===== config.mk =====
export PLATFORM = sky130hd
export DESIGN_NAME = systolic_sequencer
export DESIGN_NICKNAME = d
export VERILOG_FILES = /design/src/rtl/systolic_sequencer.sv
export SDC_FILE = /design/constraint.sdc
export NUM_CORES = 1
export LEC_CHECK = 0
export ABC_AREA = 1
export ABC_CLOCK_PERIOD_IN_PS = 1750
export BUFFER_PORTS_ARGS = -buffer_cell sky130_fd_sc_hd__buf_4
export CAP_MARGIN = 10
export CORE_MARGIN = 2
export CORE_UTILIZATION = 46
export CTS_CLUSTER_SIZE = 40
export DETAILED_ROUTE_END_ITERATION = 10
export PLACE_DENSITY = 0.81
export SYNTH_ARGS = -nofsm -noshare
export SYNTH_HDL_FRONTEND = slang
export SYNTH_SLANG_ARGS = --single-unit
export TNS_END_PERCENT = 10

===== constraint.sdc =====
create_clock -name clk -period 1.75 [get_ports clk]
set_input_delay 0.525 -clock clk [delete_from_list [all_inputs] [get_ports clk]]
set_output_delay 0.525 -clock clk [all_outputs]
set_load 0.02 [all_outputs]

===== src/rtl/systolic_sequencer.sv =====
`timescale 1ns/1ps
// Pass controller for the input skewer and systolic array:
// FEED operands, DRAIN the skewed wavefront, CAPTURE result rows, pulse DONE.
module systolic_sequencer #(
    parameter int MATRIX_SIZE = 2,
    parameter int DATA_SIZE   = 32,
    parameter int SKEW_STRIDE = 4,
    parameter int CNT_W       = 16,
    localparam int IDX_W      = (MATRIX_SIZE > 1) ? $clog2(MATRIX_SIZE) : 1
) (
    input  logic                           clk,
    input  logic                           reset_n,
    input  logic                           start_valid,
    output logic                           start_ready,
    input  logic                           pause,
    input  logic                           abort,
    input  logic [DATA_SIZE*MATRIX_SIZE-1:0] data_in,
    output logic [IDX_W-1:0]               feed_idx,
    output logic [DATA_SIZE*MATRIX_SIZE-1:0] data_out,
    output logic                           skew_enable,
    output logic                           capture_en,
    output logic [IDX_W-1:0]               capture_idx,
    output logic                           busy,
    output logic                           done,
    output logic [CNT_W-1:0]               cycle_count
);

    localparam int DRAIN_CYCLES =
        SKEW_STRIDE*(MATRIX_SIZE-1) + MATRIX_SIZE + 2*MATRIX_SIZE - 1;
    localparam logic [CNT_W-1:0] FEED_LAST  = CNT_W'(MATRIX_SIZE-1);
    localparam logic [CNT_W-1:0] DRAIN_LAST = CNT_W'(DRAIN_CYCLES-1);

    typedef enum logic [2:0] {
        S_IDLE,
        S_FEED,
        S_DRAIN,
        S_CAPTURE,
        S_DONE
    } state_e;

    state_e           state_q, state_d;
    logic [CNT_W-1:0] cnt_q, cnt_d;
    logic [CNT_W-1:0] cyc_q, cyc_d;
    logic             rdy_q, busy_q, skew_q, cap_q, done_q;
    logic [IDX_W-1:0] fidx_q, cidx_q;
    logic             run;

    // DONE always completes, so it counts even while paused
    assign run = (state_q == S_DONE) || !pause;

    always_comb begin
        state_d = state_q;
        cnt_d   = cnt_q;
        cyc_d   = cyc_q;
        if (state_q != S_IDLE && run && cyc_q != '1) begin
            cyc_d = cyc_q + 1'b1;
        end
        unique case (state_q)
            S_IDLE: begin
                if (start_valid && !abort) begin
                    state_d = S_FEED;
                    cnt_d   = '0;
                    cyc_d   = '0;
                end
            end
            S_FEED: begin
                if (!pause) begin
                    if (cnt_q == FEED_LAST) begin
                        state_d = S_DRAIN;
                        cnt_d   = '0;
                    end else begin
                        cnt_d = cnt_q + 1'b1;
                    end
                end
            end
            S_DRAIN: begin
                if (!pause) begin
                    if (cnt_q == DRAIN_LAST) begin
                        state_d = S_CAPTURE;
                        cnt_d   = '0;
                    end else begin
                        cnt_d = cnt_q + 1'b1;
                    end
                end
            end
            S_CAPTURE: begin
                if (!pause) begin
                    if (cnt_q == FEED_LAST) begin
                        state_d = S_DONE;
                        cnt_d   = '0;
                    end else begin
                        cnt_d = cnt_q + 1'b1;
                    end
                end
            end
            S_DONE: begin
                state_d = S_IDLE;
                cnt_d   = '0;
            end
            default: begin
                state_d = S_IDLE;
                cnt_d   = '0;
            end
        endcase
        if (abort && state_q != S_IDLE) begin
            state_d = S_IDLE;
            cnt_d   = '0;
        end
    end

    always_ff @(posedge clk or negedge reset_n) begin
        if (!reset_n) begin
            state_q <= S_IDLE;
            cnt_q   <= '0;
            cyc_q   <= '0;
            rdy_q   <= 1'b1;
            busy_q  <= 1'b0;
            skew_q  <= 1'b0;
            cap_q   <= 1'b0;
            done_q  <= 1'b0;
            fidx_q  <= '0;
            cidx_q  <= '0;
        end else begin
            state_q <= state_d;
            cnt_q   <= cnt_d;
            cyc_q   <= cyc_d;
            rdy_q   <= (state_d == S_IDLE);
            busy_q  <= (state_d != S_IDLE);
            skew_q  <= (state_d == S_FEED) || (state_d == S_DRAIN);
            cap_q   <= (state_d == S_CAPTURE);
            done_q  <= (state_d == S_DONE);
            fidx_q  <= (state_d == S_FEED) ? cnt_d[IDX_W-1:0] : '0;
            cidx_q  <= (state_d == S_CAPTURE) ? cnt_d[IDX_W-1:0] : '0;
        end
    end

    // pause gates the strobes in the same cycle so no shift/capture is repeated
    assign skew_enable = skew_q & ~pause;
    assign capture_en  = cap_q & ~pause;
    assign start_ready = rdy_q;
    assign busy        = busy_q;
    assign done        = done_q;
    assign feed_idx    = fidx_q;
    assign capture_idx = cidx_q;
    assign cycle_count = cyc_q;
    assign data_out    = (state_q == S_FEED) ? data_in : '0;

endmodule


==> results.md, run 1 <==
* Status: complete, but fails checks
* Failing checks: setup timing
* Post-synthesis xor/xnor area fraction at under 10%
* Post-DP HPWL at ~7.4 mm
* Syn nets at between 500 and 600
* Min Tclk post-route at about 2100 ps
* Simple-Gate Fraction of Synth Area at 38.6%
* CP max-delay cell: dfrtp_1
* Compound-gate portion of the synthesized area at approximately 4.4%
* Slowest stage delay, CP at 400 ps
* Vert. Die Dim at about 85 µm
* WP data arrival at 1580 ps
* Layout cells sized above 1 at approximately two fifths
* Setup TNS at -19590 ps
* Critical Path Fanout Max at 8
* Synthesized flop and latch total at 42
* Ys async rst share at 100%
* Final hold slack at 203 ps
* Proportion of synthesized area in mux cells at 0%
* RSZ-0062 raised after global routing: true
* Most used flip-flop cell after synthesis: dfrtp_1
* Overall power at between 7 and 8 mW
* # IOs at ~160
* Leakage power total at 2.79 nW
* Hold Fails Final Rpt at 0
* Initial core utilization at 47.6%
* Initial DRT Pass Iterations at 6
* Warnings, synthesis at 0
* Antenna Nets Post-Route at 0
* Worst slew margin at between 60% and 70%
* Diodes inserted at 0
* Clock slew at reported path FFs at approximately 90 ps
* Final setup viols at 82
* Total number of vias at 3727
* Worst Tran Pin Value at ~530 ps
* Critical Path RT at 1220 ps
* CP Launch Type: flip-flop
* Max Clock Freq at around 470 MHz
* Maximum number of pins on one net before global-route repair at 43
* Sequential fraction of the synthesis area at a little over a third
* GRT overflow at 0
* First-pass GRT wire length at roughly 17 mm
* Clock buffer depth at 2
* Synth Instances at between 400 and 500
* Final Util at 78.9%
* Fin. max-slew vios at 0
* Die X at 85.0 µm
* # fillers at ~420
* Post-synth EDFFs at 0
* Synth cell types at 31
* Post-synthesis average cell area at ~6.3 µm²
* Critical Path Sink Type: primary output
* Iter 0 DRT Violations at ~280
* DR vias/cell at 5.04
* Critical path start-end classification: reg2out
* RD Place Congestion at 0.897
* Synth Cell Area at a little over 3000 µm²
* Largest family of logic cells by synthesized area: simple AND/OR/NAND/NOR gates
* Max-cap violations at 0
* Worst setup margin at -357 ps
* Cell breakdown of the critical path: inv_2 -> nand2_4 -> nor2_4 -> inv_6 -> clkbuf_16 -> nor2_2 -> buf_4
* Final Skew at about 13 ps
* Wire length per cell at roughly 16 µm
* CTS tree: built
* Row count at 29
* PortBufs at ~160
* Clock latency on the worst-skew pair at 310 ps
* Core box area at around 6300 µm²
* CTS H-Tree Depth at 2
* Die area at between 7000 and 8000 µm²
* TritonCTS buffer count at 5
* WL final at 11.6 mm
* Nets@finish at about 730
* Peak supply drop at 0.950 mV
* Area Overhead vs Synth at 65.9%
* PwrDens at between 1000 and 1500 nW/µm²
* Root buffer cell: clkbuf_8
* Type of the worst min-delay path: in2async
* Number of global-route vias before repair at ~3500
* Initial antenna violation count at 0
* Fin crit share at 120%
* Drt drc at 0
* GRT Total Usage at 28.6%
* Post-Synth Adder-Cell Area at approximately 1.7%
* Clock sinks at 42
==> routing by layer <==
| metal | part of all wire, % | track usage, % | up-vias | wire length [µm] |
|---|---|---|---|---|
| li1 | - | - | 1775 | - |
| met1 | 39 | 35.7 | 1737 | 4560 |
| met2 | 50 | 48.7 | 181 | 5780 |
| met3 | 8.3 | 7.78 | 34 | 958 |
| met4 | 2.6 | 7.79 | 0 | 306 |
| met5 | 0 | 0 | - | 0 |
==> Yosys cell counts (all sizes together), types with 2 or more instances <==
library cell  count  area [µm²]
nand3b            2        18.8
a21oi             9        45.0
nor3             11        60.1
ha                4        50.1
nand2            84         338
xor2             14         123
o21ai            13        68.8
nand3            27         145
nor2            130         531
clkbuf            6        22.5
dfrtp            41        1030
buf               3        27.5
inv             116         435
nand4            10        62.6
==> per-stage QoR <==
stage	worst slack, ps	instance area [µm²]	instances
after CTS	-243	4880	735
after global placement	24.5	4380	717
after global routing	-383	5010	739
after detailed placement	-11.7	4380	717
after floorplan	-59.3	3020	476
final	-357	5010	739
==> cells in the final DEF, fill, tap and decap left out, types with 2 or more instances in the layout <==
master / count
a21oi_1: 8
buf_16: 3
buf_4: 161
buf_6: 20
bufinv_16: 2
clkbuf_16: 2
clkbuf_8: 6
dfrtp_1: 41
ha_1: 4
inv_1: 111
inv_2: 3
nand2_1: 77
nand2_2: 4
nand2_4: 3
nand3_1: 24
nand3_2: 3
nand4_1: 10
nor2_1: 77
nor2_2: 34
nor2_4: 19
nor3_1: 9
nor3_2: 2
o21ai_0: 8
o21ai_1: 4
xor2_1: 14
==> report_power, final <==
group | switching, mW | internal [mW]
clock | 0.370 | 0.609
combinational | 2.94 | 2.05
sequential | 0.161 | 1.15
total | 3.47 | 3.81
==> final timing paths <==
kind	depth (start not counted)	slack [ps]	start	endpoint
max reg2reg	9	-120	cnt_q[7]	start_ready
min	1	200	reset_n	cnt_q[11]
max in group asynchronous	1	1180	reset_n	start_ready
min in group clk	2	460	pause	state_q[2]
max	7	-360	state_q[2]	data_out[49]
min reg2reg	2	580	cnt_q[1]	cnt_q[1]
==> logic make-up after synthesis <==
family | count (synthesis)
and+or+nand+nor | 266
adders and majority gates | 4
AOI/OAI and AO/OA | 24
xor gates and xnor gates | 15
DFF | 42
buffers and inverters | 125
==> worst max-delay path: cells and delay by family (launching register included) <==
kind	cells	cell delay, ps
flip-flops	1	400
buffers and inverters	4	540
AND/OR/NAND/NOR	3	330
==> registers in the layout, summed over array words and instances, names as in the netlist <==
register,cells
skew_q,1
capture_idx,1
cnt_q,16
cycle_count,16
done,1
feed_idx,1
cap_q,1
start_ready,1
busy,1
state_q,3
==> area by class of cell <==
class	count	area (µm²)	share of cell area (%)
Inverter	116	443	8.84
Sequential cell	42	1050	21.0
Tap cell	77	96.3	1.92
Multi-Input combinational cell	309	1690	33.7
Clock buffer	6	82.6	1.65
Clock inverter	2	60.1	1.20
Timing Repair Buffer	187	1590	31.7
==> what timing repair did <==
| item | CTS | global route |
|---|---|---|
| setup endpoints to repair | 64 | 84 |
| gates resized for setup | 69 | 22 |
| setup buffers | 7 | 1 |
| gates cloned | 3 | 3 |
| hold buffers | 0 | 0 |
| pin swaps | 2 | 2 |
Power figures use the tool's default switching activity.
==> run 2, diff against run 1 <==
--- a/config.mk
+++ b/config.mk
@@ -6,14 +6,14 @@
 export NUM_CORES = 1
 export LEC_CHECK = 0
 export ABC_AREA = 1
-export ABC_CLOCK_PERIOD_IN_PS = 1750
+export ABC_CLOCK_PERIOD_IN_PS = 2600
 export BUFFER_PORTS_ARGS = -buffer_cell sky130_fd_sc_hd__buf_4
 export CAP_MARGIN = 10
 export CORE_MARGIN = 2
-export CORE_UTILIZATION = 46
+export CORE_UTILIZATION = 50
 export CTS_CLUSTER_SIZE = 40
 export DETAILED_ROUTE_END_ITERATION = 10
-export PLACE_DENSITY = 0.81
+export PLACE_DENSITY = 0.87
 export SYNTH_ARGS = -nofsm -noshare
 export SYNTH_HDL_FRONTEND = slang
 export SYNTH_SLANG_ARGS = --single-unit
==> constraint.sdc (replaced) <==
create_clock -name clk -period 2.6 [get_ports clk]
set_input_delay 0.78 -clock clk [delete_from_list [all_inputs] [get_ports clk]]
set_output_delay 0.78 -clock clk [all_outputs]
set_load 0.02 [all_outputs]
==> run 2 against run 1 <==
Net effect: via count down 8.3%; power fell by 47%; die area decreased by 7.6%; first-iteration DRC count is 14% lower; largest power group unchanged; clock skew decreased by 1.8 ps; the flow now finishes without violations.
==> results.md, run 2 (same netlist as run 1, synthesis figures left out) <==
* Setup TNS at 0 ps (+19590 ps)
* Combinational power share at 63.1% (-5.4 points)
* Wire length per cell at 12.7 µm (-19%)
* Leakage power total at 2.57 nW (-8.1%)
* Max Clock Freq at 412 MHz
* Final Util at 74.4% (-4.5 points)
* WL final at 9.02 mm (-22%)
* GRT overflow at 0 (unchanged)
* Diodes inserted at 0 (unchanged)
* Placed Cells at 700 (-2.4%)
* Hold buffers post-CTS at 0 (unchanged)
* Dpl ws at 501 ps (+513 ps)
* Peak supply drop at 0.561 mV (-41%)
* CTS tree: built
* Final Skew at 11.5 ps (-1.77 ps)
* Vert. Die Dim at 81.7 µm (-3.9%)
* DR vias/cell at 4.83 (-4.3%)
* Row count at 28 (-3.4%)
* Initial antenna violation count at 0 (unchanged)
* Area after DPL at 4260 µm² (-2.6%)
* Hold Fails Final Rpt at 0 (unchanged)
* Max-cap violations at 0 (unchanged)
* # fillers at 483 (+14%)
* Initial DRT Pass Iterations at 5 (-1)
* GRT Total Usage at 26.8% (-1.8 points)
* Drt drc at 0 (unchanged)
* Min Tclk post-route at 2430 ps
* Die area at 6680 µm² (-7.6%)
* NetSw at 1.89 mW (-45%)
* Worst Tran Pin Value at 517 ps (-16.3 ps)
* Antenna Nets Post-Route at 0 (unchanged)
* Flop pwr share at 22.9% (+4.9 points)
* Worst setup margin at 170 ps (+527 ps)
* Fin. max-slew vios at 0 (unchanged)
* Multi-input gate area at 1480 µm² (-12%)
* PwrDens at 887 nW/µm² (-39%)
* RSZ-0062 raised after global routing: false
* Critical Path Fanout Max at 64 (+56)
* Status: finished clean
* Maximum number of pins on one net before global-route repair at 65 (+51%)
* Die X at 81.7 µm (-3.9%)
* Post-route cell area at 4380 µm² (-13%)
* Critical Path RT at 1820 ps (+600 ps)
* First-pass GRT wire length at 13.9 mm (-16%)
* Final setup viols at 0 (-100%)
* Commonest non-fill, non-tap cell in the layout: buf_4
* Initial core utilization at 51.3% (+3.8 points)
* Number of global-route vias before repair at 3052 (-12%)
* Overall power at 3.89 mW (-47%)
* Post-DP HPWL at 7.11 mm (-3.4%)
* Nets@finish at 705 (-4.0%)
* Core box area at 5890 µm² (-7.3%)
* Setup bufs post-CTS at 0 (-7)
* Finished Layout Cells at 708 (-4.2%)
* Clock power share at 14.0% (+0.6 points)
* WP data arrival at 1650 ps (+70 ps)
* Total number of vias at 3417 (-8.3%)
* Clock slew at reported path FFs at 80 ps (about the same)
* Worst slew margin at 65.5% (+1.1 points)
* CP Launch Type: flip-flop
* Critical Path Sink Type: primary output
* Post-CTS resize count at 0 (-100%)
* Clock sinks at 42 (unchanged)
* Fin crit share at between 90 and 100%
* Switching Fraction at 48.7% (+1.1 points)
* Critical path start-end classification: reg2out
* Type of the worst min-delay path: in2async
* Area Overhead vs Synth at 45.0%
* Most frequent cells in the layout: buf_4, nor2_1, inv_1
* Iter 0 DRT Violations at 243 (-14%)
* TritonCTS buffer count at 5 (unchanged)
* Layout cells sized above 1 at 30.3% (-10 points)
* Clock latency on the worst-skew pair at 300 ps (about the same)
* Internal power at 1.99 mW (-48%)
* Register area at 1050 µm² (unchanged)
* Clock buffer depth at 2 (unchanged)
* Final hold slack at 444 ps (+242 ps)
* # IOs at 156 (unchanged)
* PortBufs at 155 (unchanged)
* Root buffer cell: clkbuf_8
* RD Place Congestion at 0.906 (+1.0%)
* CTS H-Tree Depth at 2 (unchanged)
run 2: path summary, 6_finish.rpt:
| kind | from | to | slack (ps) | cells after the start |
|---|---|---|---|---|
| max | state_q[2] | data_out[51] | 170 | 7 |
| min | reset_n | cycle_count[6] | 440 | 1 |
| max reg2reg | cycle_count[0] | cycle_count[11] | 770 | 10 |
| min reg2reg | cnt_q[15] | cnt_q[15] | 560 | 2 |
| max in group asynchronous | reset_n | start_ready | 1780 | 1 |
| min in group clk | cnt_q[15] | cnt_q[15] | 560 | 2 |
run 2: worst max-delay path, stage by stage, from the launching register on:
cell	delay (ps)
dfrtp_1	410
inv_1	130
nand2_1	100
nor2_1	160
inv_2	70
buf_12	190
nor2_1	150
buf_4	160
run 2: layer usage:
metal  wire length, µm  GRT usage (%)  share of wire, %
met1              3760           34.3                42
met2              4470           44.7                50
met3               617           5.38               6.8
met4               171           9.50               1.9
met5                 0              0                 0
run 2: power groups by stage:
stage / clock network [mW] / registers [mW] / logic [mW]
floorplan: 0 / 0.966 / 1.42
finish: 0.542 / 0.891 / 2.45
global route: 0.573 / 0.908 / 2.67
CTS: 0.549 / 0.888 / 2.45
detailed placement: 0 / 0.900 / 2.44
global placement: 0 / 0.896 / 2.39
run 2: cell type report:
type                       count  share of cell area [%]
inverter                     116                    9.94
tap                           75                    2.14
timing repair buffer         158                    27.4
clock inverter                 1                   0.686
clock buffer                   7                    1.97
sequential                    42                    24.0
multi-input combinational    309                    33.9
